===== config.mk =====
export PLATFORM = sky130hd
export DESIGN_NAME = prio_encoder_capture
export DESIGN_NICKNAME = d
export VERILOG_FILES = /design/src/rtl/prio_encoder_capture.sv
export SDC_FILE = /design/constraint.sdc
export NUM_CORES = 1
export LEC_CHECK = 0
export BUFFER_PORTS_ARGS = -buffer_cell sky130_fd_sc_hd__buf_2
export CELL_PAD_IN_SITES_DETAIL_PLACEMENT = 0
export CELL_PAD_IN_SITES_GLOBAL_PLACEMENT = 1
export CORE_MARGIN = 1.5
export CORE_UTILIZATION = 32
export DETAILED_ROUTE_END_ITERATION = 12
export PLACE_DENSITY = 0.81
export SLEW_MARGIN = 20
export SYNTH_ARGS = -nofsm -noshare
export SYNTH_HDL_FRONTEND = slang
export SYNTH_SLANG_ARGS = --single-unit

===== constraint.sdc =====
create_clock -name clk -period 1.7 [get_ports clk]
set_clock_uncertainty 0.05 [all_clocks]
set_input_delay 0.085 -clock clk [delete_from_list [all_inputs] [get_ports clk]]
set_output_delay 0.085 -clock clk [all_outputs]
set_load 0.1 [all_outputs]

===== src/rtl/prio_encoder_capture.sv =====
// rtl/prio_encoder_capture.sv - sticky event capture with prioritised valid/ready index hand-off
module prio_encoder_capture #(
    parameter int N = 8,
    localparam int W = $clog2(N)
) (
    input  logic         clk,
    input  logic         rst_n,
    input  logic         en,
    input  logic [N-1:0] req,
    input  logic         msb_first,
    output logic [W-1:0] out_idx,
    output logic         out_valid,
    input  logic         out_ready,
    output logic [N-1:0] pending,
    output logic         ovf,
    input  logic         clr_ovf
);

    logic         take;
    logic         load;
    logic [N-1:0] clr_mask;
    logic [N-1:0] set_mask;
    logic [N-1:0] sel;
    logic [W-1:0] sel_idx;

    function automatic logic [W-1:0] encode(input logic [N-1:0] v, input logic msb);
        logic [W-1:0] r;
        r = '0;
        if (msb) begin
            for (int i = 0; i < N; i++) begin
                if (v[i]) r = W'(i);
            end
        end else begin
            for (int i = N - 1; i >= 0; i--) begin
                if (v[i]) r = W'(i);
            end
        end
        return r;
    endfunction

    always_comb begin
        take     = out_valid & out_ready;
        load     = !out_valid | take;
        clr_mask = take ? ({{(N-1){1'b0}}, 1'b1} << out_idx) : '0;
        set_mask = en ? req : '0;
        // Selection looks only at already-registered pending; new pulses wait one cycle.
        sel      = pending & ~clr_mask;
        sel_idx  = encode(sel, msb_first);
    end

    always_ff @(posedge clk or negedge rst_n) begin
        if (!rst_n) begin
            pending   <= '0;
            ovf       <= 1'b0;
            out_valid <= 1'b0;
            out_idx   <= '0;
        end else begin
            pending <= (pending & ~clr_mask) | set_mask;
            if (|(set_mask & pending & ~clr_mask)) begin
                ovf <= 1'b1;
            end else if (clr_ovf) begin
                ovf <= 1'b0;
            end
            if (load) begin
                out_valid <= |sel;
                out_idx   <= sel_idx;
            end
        end
    end

endmodule


==> flow_summary_export.csv, run 1 <==
group,metric,value,unit
cts,htree_num_levels,1,
timing,hold_violations,0,
global_route,gr-usage-all-layers,18.0,%
route,viasPerCell,5.23,
die,io-pin-count,27,
worst_setup_path,critPathKind,"reg -> reg",
synth,ys_seq_elements,13,
die,design.die.area,2740,um2
power_and_ir_drop,seqPwrFrac,31.9,%
synth,syn_inst,84,
layout,layout.nets,146,
place,dp_hpwl,1650,um
layout,area_growth,50.4,%
route,drt_wl_total,2250,um
job,cap_violations,0,
synth,avgSynthCellArea,9.28,um2
synth,synth_top_area_share,41.7,%
place,gp_congestion,0.831,
power_and_ir_drop,power_switching,0.000651,W
global_route,grt_pass1_wl,3590,um
place,port_buffers,26,
route,vias,831,
worst_setup_path,cp.arrival,1.98,ns
synth,ys_warn_count,0,
route,wl_per_cell,14.2,um
synth,yosys.area.top_type,"dfrtp_1",
synth,syn-num-nets,98,
worst_setup_path,cp_max_fo,6,
status,violations,"setup timing",
layout,layout.cells.most_common,"buf_2",
timing,tightest_slew,0.477,ns
timing,max_freq,533,MHz
synth,synth_area_leaders,"dfrtp_1, nand2_1, a21o_1, a22oi_1, inv_1",
synth,synth.distinct_cells,32,
worst_setup_path,critical_path_required,1.80,ns
timing,finalWorstSetupSlack,-0.175,ns
worst_setup_path,r2r_start,"out_idx[2]",
layout,final_cell_mix,"buf_2, nand2_1, dlygate4sd3_1",
timing,slew_headroom,68.1,%
global_route,grt_overflow_total,0,
layout,final_core_util,52.0,%
layout,drive_above_1_share,43.5,%
synth,synthFlopType,"dfrtp_1",
die,rows,17,
die,start_util,34.6,%
synth,synth_edf_count,0,
power_and_ir_drop,pwr_density_cell,1110,nW/um2
worst_setup_path,r2r_end,"out_valid",
cts,cts_buffer_depth,2,
timing,rsz0062_at_grt,"yes",
power_and_ir_drop,p_int,0.000645,W
die,dieWidth,52.4,um
power_and_ir_drop,switching_share,50.2,%
worst_setup_path,critPathTopFamily,"simple AND/OR/NAND/NOR gates",
worst_setup_path,reg2reg_depth,4,
cts,cts_tree,"yes",
synth,yosysSeqAreaShare,41.7,%
layout,antenna_cells,0,
global_route,grt_max_degree,14,
cts,root_buffer,"clkbuf_4",
power_and_ir_drop,power_frac_comb,52.8,%
worst_setup_path,r2r_setup_slack,-0.17,ns
status,status,"complete, but fails checks",
global_route,antenna_found_initial,0,
route,drt_iter0_drc,18,
worst_setup_path,slowest_stage,"dfrtp_4",
worst_hold_path,hold_class,"in -> reg",
worst_setup_path,startpoint_type,"flop",
worst_hold_path,worstHoldPathCells,3,
cts,clk_pin_slew,0.09,ns
worst_setup_path,worstPathCellList,"nand4b_1 > o21a_2 > nor3_2 > or3b_1",
die,fp.dieH,52.4,um
die,core_area,2250,um2
cts,clkLatencyLatePin,0.27,ns
cts,cts_sinks,13,
worst_setup_path,crit_path_end_kind,"flop",
synth,syn-cell-area,779,um2
worst_hold_path,hold_path.startpoint,"en",
worst_setup_path,critPathMaxStageDelay,0.51,ns
route,first_pass_iters,4,
route,drc_errors,0,
power_and_ir_drop,clkPwrFrac,15.3,%
timing,fin_crit_sh,110,%
power_and_ir_drop,finalPower,0.00130,W
route,drtAntennaViolNets,0,
timing,fin_crit,1.87,ns
worst_setup_path,worstPathBufferInverterCount,0,
synth,synthArstFlopShare,100,%
worst_hold_path,min_to,"pending[6]",
power_and_ir_drop,irDropWorstVdd,0.487,mV
cts,numCtsBuffers,3,
global_route,grt_pass1_vias,768,
timing,setup_viol,4,
power_and_ir_drop,p_leak,0.518,nW
timing,drv_slew,0,
==> synth_stat cells, types with 3 or more instances <==
master / number
a21o_1: 5
a21oi_1: 4
a22oi_1: 4
dfrtp_1: 13
inv_1: 8
nand2_1: 13
nor2_1: 3
o21ai_0: 3
o21ai_1: 3
==> how the worst max path moves through the flow <==
stage,endpoint,startpoint,slack (ns),cells after the start
floorplan,out_valid,out_valid,-0.19,5
global placement,out_idx[0],out_idx[2],-0.11,5
detailed placement,out_idx[0],out_idx[2],-0.11,5
CTS,out_idx[0],out_idx[2],-0.09,6
global route,out_valid,out_idx[2],-0.22,4
finish,out_valid,out_idx[2],-0.17,4
==> power by group through the flow <==
stage / sequential [W] / combinational, W / clock (W)
floorplan: 0.000715 / 0.000192 / 0
global placement: 0.000415 / 0.000644 / 0
detailed placement: 0.000417 / 0.000649 / 0
CTS: 0.000412 / 0.000672 / 0.000199
global route: 0.000420 / 0.000720 / 0.000220
finish: 0.000413 / 0.000685 / 0.000198
==> timing repair <==
item / 4_1_cts / 5_1_grt
setup endpoints to repair: 4 / 5
gates resized for setup: 2 / 3
setup buffers: 0 / 1
hold buffers: 10 / 0
endpoints found under the hold margin: 22 / 0
pin swaps: 3 / 3
==> registers in the layout, summed over array words and instances, names as in the netlist <==
signal and cells:
ovf 1, out_valid 1, pending 8, out_idx 3
==> per-stage QoR <==
stage	TNS [ns]	hold WS [ns]	setup WS (ns)	cells	instance area (um2)
after floorplan	-0.624	-0.261	-0.187	84	813
after global placement	-0.352	-0.0559	-0.112	144	1020
after detailed placement	-0.332	-0.0534	-0.108	144	1020
after CTS	-0.334	0.0499	-0.0891	158	1150
after global routing	-0.876	0.0511	-0.223	159	1170
final	-0.456	0.0550	-0.175	159	1170
==> routing by layer <==
| layer | global-route usage [%] | part of all wire [%] |
|---|---|---|
| met1 | 23.9 | 46 |
| met4 | 7.69 | 1.2 |
| met3 | 3.14 | 3.7 |
| met5 | 0 | 0 |
| met2 | 28.5 | 49 |
==> cells by family after synthesis <==
group	share of synthesized area, %
simple gates	18.3
compound gates	34.2
flops	41.7
buf+inv	5.78
==> cell type report <==
class,count,area [um2]
tap,28,35.0
multi-input combinational,61,438
inverter,8,30.0
timing repair buffer,45,298
clock buffer,4,26.3
fill,229,1080
sequential,13,345
==> worst min-delay path, delay by kind of cell <==
kind	cells	cell delay, ns
buffers and inverters	1	0.15
and+or+nand+nor	2	0.11
(Power assumes the default switching activity.)
==> run 2: changes to the inputs <==
Settings changed: CELL_PAD_IN_SITES_DETAIL_PLACEMENT 0 to not set, CELL_PAD_IN_SITES_GLOBAL_PLACEMENT 1 to not set, CORE_UTILIZATION 32 to 38, PLACE_DENSITY 0.81 to 0.73.
==> flow_summary_export.csv, run 2 (synthesized netlist as in run 1, its figures left out) <==
group,metric,value,unit
timing,fin_crit_sh,108,%
layout,layout.nets,147,
timing,hold_violations,1,
route,wl_per_cell,14.0,um
worst_setup_path,worstPathBufferInverterCount,0,
cts,htree_num_levels,1,
global_route,gr-usage-all-layers,20.1,%
cts,clkLatencyLatePin,0.27,ns
worst_setup_path,worstPathCellList,"nand4b_1 > o21a_2 > a221o_1 > a31oi_1 > a22oi_1",
worst_setup_path,crit_path_end_kind,"flop",
worst_setup_path,crit_start,"out_idx[2]",
power_and_ir_drop,pwr_density_cell,1090,nW/um2
power_and_ir_drop,p_leak,0.528,nW
global_route,grt_overflow_total,0,
layout,final_core_util,61.9,%
cts,root_buffer,"clkbuf_4",
timing,worst_hold_slack,-0.00797,ns
timing,max_freq,543,MHz
layout,antenna_cells,0,
timing,tns,-0.448,ns
route,drtAntennaViolNets,0,
worst_hold_path,hold_path.startpoint,"req[1]",
timing,tightest_slew,0.528,ns
route,drt_wl_total,2230,um
timing,drv_slew,0,
layout,drive_above_1_share,48.5,%
place,port_buffers,26,
layout,area_growth,54.1,%
layout,max_flop_register,"pending",
power_and_ir_drop,irDropWorstVdd,0.706,mV
layout,multi_input_area,463,um2
route,first_pass_iters,4,
route,drc_errors,0,
place,dp_hpwl,1620,um
global_route,grt_pass1_vias,798,
layout,final_cell_mix,"buf_2, nand2_1, buf_4",
global_route,grt_pass1_wl,3200,um
worst_setup_path,critPathMaxStageDelay,0.51,ns
cts,cts_buffer_depth,2,
worst_setup_path,critPathKind,"reg -> reg",
cts,numCtsBuffers,3,
die,dieWidth,48.3,um
cts,clk_pin_slew,0.08,ns
place,pre_cts_ws,-0.114,ns
layout,fill_cells,167,
worst_setup_path,critPathTopFamily,"compound AO/OA/AOI/OAI gates",
layout,regArea,345,um2
global_route,grt_max_degree,14,
cts,cts_tree,"yes",
die,rows,16,
die,design.die.area,2330,um2
route,vias,862,
die,fp.dieH,48.3,um
route,drt_iter0_drc,36,
worst_hold_path,hold_class,"in -> reg",
job,cap_violations,0,
global_route,antenna_found_initial,0,
route,viasPerCell,5.42,
worst_setup_path,slowest_stage,"dfrtp_4",
layout,layout.cells.most_common,"buf_2",
place,gp_congestion,0.770,
timing,slew_headroom,64.7,%
timing,setup_viol,5,
worst_setup_path,r2r_start,"out_idx[2]",
die,start_util,40.1,%
status,status,"complete, but fails checks",
worst_setup_path,critical_path_required,1.79,ns
worst_setup_path,startpoint_type,"flop",
die,core_area,1940,um2
timing,rsz0062_at_grt,"yes",
layout,reg_top3,"pending x8, out_idx x3",
cts,cts_sinks,13,
worst_setup_path,cp.arrival,1.93,ns
worst_setup_path,cp_max_fo,6,
layout,largest_reg_flops,8,
timing,fin_crit,1.84,ns
timing,finalWorstSetupSlack,-0.143,ns
die,io-pin-count,27,
status,violations,"hold timing, setup timing",
[run 2: per-stage QoR]
step	instances	total power, W	cell area [um2]
after detailed placement	144	0.00107	1030
after CTS	158	0.00129	1160
after global placement	144	0.00106	1030
final	159	0.00131	1200
after floorplan	84	0.000907	813
after global routing	159	0.00137	1200
[run 2: what timing repair did]
| item | in CTS | in global routing |
|---|---|---|
| buffers inserted | 1 | 1 |
| resized for setup | 3 | 7 |
| pin swaps | 3 | 7 |
| hold buffers | 9 | 0 |
| endpoints found under the hold margin | 21 | 0 |
| setup endpoints to repair | 4 | 5 |
[run 2: worst min-delay path: stages]
cell and delay [ns]:
buf_2 0.09, nand2_1 0.05, nand2_1 0.06
[run 2: final timing paths]
check,endpoint,slack [ns],cells after the start
worst max-delay path,out_idx[0],-0.14,5
worst min-delay path,pending[1],-0.008,3
worst max register to register,out_idx[0],-0.14,5
worst min register to register,ovf,0.47,2
max in group asynchronous,out_idx[0],1.15,2
min in group asynchronous,out_valid,0.19,2
[run 2: final cells by class]
| type | instances | share of cell area [%] |
|---|---|---|
| clock buffer | 4 | 2.19 |
| tap | 27 | 2.81 |
| inverter | 8 | 2.50 |
| sequential | 13 | 28.8 |
| multi-input combinational | 61 | 38.5 |
| timing repair buffer | 46 | 25.2 |
[run 2: report_power, final]
part           switching [W]  leakage (nW)  internal [W]  total [W]
Clock               0.000101        0.0150     0.0000909   0.000192
Combinational       0.000502         0.385      0.000206   0.000708
Sequential         0.0000537         0.128      0.000360   0.000414
[run 2: per-layer routing]
| metal | vias to the layer above | wire length (um) | global-route usage, % |
|---|---|---|---|
| met5 | - | 0 | 0 |
| met2 | 31 | 1150 | 35.8 |
| li1 | 408 | - | - |
| met4 | 0 | 23 | 10.3 |
| met3 | 4 | 87 | 2.59 |
| met1 | 419 | 969 | 23.2 |
==> run 3: changes to the inputs <==
--- a/constraint.sdc
+++ b/constraint.sdc
@@ -4,2 +4,2 @@
 set_output_delay 0.085 -clock clk [all_outputs]
-set_load 0.1 [all_outputs]
+set_load 0.05 [all_outputs]
==> flow_summary_export.csv, run 3 (synthesized netlist as in run 1, its figures left out) <==
group,metric,value,unit
status,status,"complete, but fails checks",
status,violations,"setup timing",
global_route,use_met3,3.70,%
route,viasPerCell,5.38,
cts,cts_sinks,13,
die,fp.dieH,48.3,um
die,io-pin-count,27,
timing,rsz0062_at_grt,"yes",
worst_hold_path,hold_class,"in -> reg",
worst_setup_path,worstPathCellList,"nand4b_1 > o21a_2 > nor3_4 > or3b_1",
power_and_ir_drop,power_switching,0.000501,W
global_route,grt_pass1_wl,3320,um
power_and_ir_drop,irDropWorstVdd,0.583,mV
timing,slew_headroom,74.3,%
global_route,met1_usage,27.1,%
timing,finalWorstSetupSlack,-0.116,ns
job,cap_violations,0,
global_route,gr-usage-all-layers,20.4,%
cts,cts_tree,"yes",
timing,fin_crit,1.82,ns
layout,max_flop_register,"pending",
die,rows,16,
timing,drv_slew,0,
worst_setup_path,startpoint_type,"flop",
timing,fin_crit_sh,107,%
place,gp_congestion,0.782,
route,wl_per_cell,13.7,um
cts,numCtsBuffers,3,
route,drt_wl_total,2210,um
place,pre_cts_ws,-0.0614,ns
route,drc_errors,0,
power_and_ir_drop,power_frac_comb,48.3,%
timing,hold_violations,0,
route,drtAntennaViolNets,0,
die,design.die.area,2330,um2
power_and_ir_drop,seqPwrFrac,35.0,%
worst_setup_path,cp.arrival,1.92,ns
power_and_ir_drop,clkPwrFrac,16.7,%
route,vias,866,
worst_setup_path,critPathTopFamily,"simple AND/OR/NAND/NOR gates",
global_route,grt_overflow_total,0,
power_and_ir_drop,p_int,0.000652,W
place,dp_hpwl,1510,um
place,port_buffers,26,
power_and_ir_drop,p_leak,0.544,nW
cts,clkLatencyLatePin,0.28,ns
global_route,grt_max_degree,14,
worst_setup_path,critPathKind,"reg -> reg",
die,start_util,40.1,%
worst_setup_path,slowest_stage,"dfrtp_2",
layout,layout.nets,149,
layout,largest_reg_flops,8,
cts,cts_buffer_depth,2,
timing,setup_viol,4,
worst_setup_path,critical_path_required,1.81,ns
power_and_ir_drop,switching_share,43.4,%
layout,layout.cells.most_common,"buf_2",
timing,max_freq,551,MHz
worst_setup_path,cp_max_fo,6,
layout,area_growth,56.0,%
die,dieWidth,48.3,um
global_route,antenna_found_initial,0,
global_route,gr-usage-met2,33.4,%
timing,tightest_slew,0.386,ns
die,core_area,1940,um2
layout,reg_top3,"pending x8, out_idx x3",
cts,clk_pin_slew,0.08,ns
layout,antenna_cells,0,
worst_setup_path,crit_path_end_kind,"flop",
layout,final_cell_mix,"buf_2, nand2_1, buf_4",
route,first_pass_iters,4,
power_and_ir_drop,pwr_density_cell,948,nW/um2
global_route,grt_pass1_vias,768,
cts,root_buffer,"clkbuf_4",
timing,tns,-0.319,ns
layout,final_core_util,62.6,%
route,drt_iter0_drc,8,
worst_setup_path,worstPathBufferInverterCount,0,
layout,drive_above_1_share,46.3,%
global_route,busiest_layer,"met2",
worst_setup_path,critPathMaxStageDelay,0.44,ns
cts,htree_num_levels,1,
[run 3: metal layers]
metal | wire (um) | vias to the layer above | part of all wire [%]
li1 | - | 414 | -
met1 | 911 | 417 | 41
met2 | 1190 | 29 | 54
met3 | 69 | 6 | 3.1
met4 | 43 | 0 | 1.9
met5 | 0 | - | 0
[run 3: area by class of cell]
| type | count | area (um2) |
|---|---|---|
| Inverter | 8 | 30.0 |
| Tap cell | 27 | 33.8 |
| Fill cell | 163 | 726 |
| Timing Repair Buffer | 48 | 320 |
| Clock buffer | 4 | 26.3 |
| Multi-Input combinational cell | 61 | 475 |
| Sequential cell | 13 | 330 |
[run 3: worst paths after layout]
| check | startpoint | end | slack (ns) | cells after the start |
|---|---|---|---|---|
| max | out_idx[2] | out_valid | -0.12 | 4 |
| max in group asynchronous | rst_n | out_idx[1] | 1.18 | 2 |
| min reg2reg | ovf | ovf | 0.47 | 2 |
| min in group asynchronous | rst_n | out_idx[2] | 0.17 | 2 |
| max reg2reg | out_idx[2] | out_valid | -0.12 | 4 |
| min | en | pending[6] | 0.06 | 3 |
[run 3: metrics by stage]
step                cell area [um2]  hold WS (ns)  power, W  instances
floorplan                       798        -0.261  0.000737         84
finish                         1220        0.0623   0.00115        161
global placement                985       -0.0589  0.000864        140
global route                   1220        0.0900   0.00122        161
detailed placement              985       -0.0584  0.000871        140
CTS                            1150        0.0728   0.00109        158
[run 3: worst register-to-register path: cells and delay by family, from the launching register on]
| kind | cells | cell delay [ns] |
|---|---|---|
| and+or+nand+nor | 3 | 0.86 |
| DFF | 1 | 0.44 |
| AOI/OAI and AO/OA | 1 | 0.35 |
[run 3: timing repair]
item                                    CTS  global route
endpoints found under the setup margin    4             4
pin swaps                                 1             8
hold endpoints to repair                 22             0
setup buffers                             4             3
hold buffers                             10             0
gates cloned                              0             0
resized for setup                         2            11
[run 3: power groups by stage]
stage | Clock (W) | Combinational, W | Sequential, W
3_5_place_dp | 0 | 0.000464 | 0.000407
4_1_cts | 0.000188 | 0.000506 | 0.000400
5_1_grt | 0.000210 | 0.000599 | 0.000408
6_report | 0.000193 | 0.000557 | 0.000403
2_1_floorplan | 0 | 0.000191 | 0.000546
3_3_place_gp | 0 | 0.000461 | 0.000403
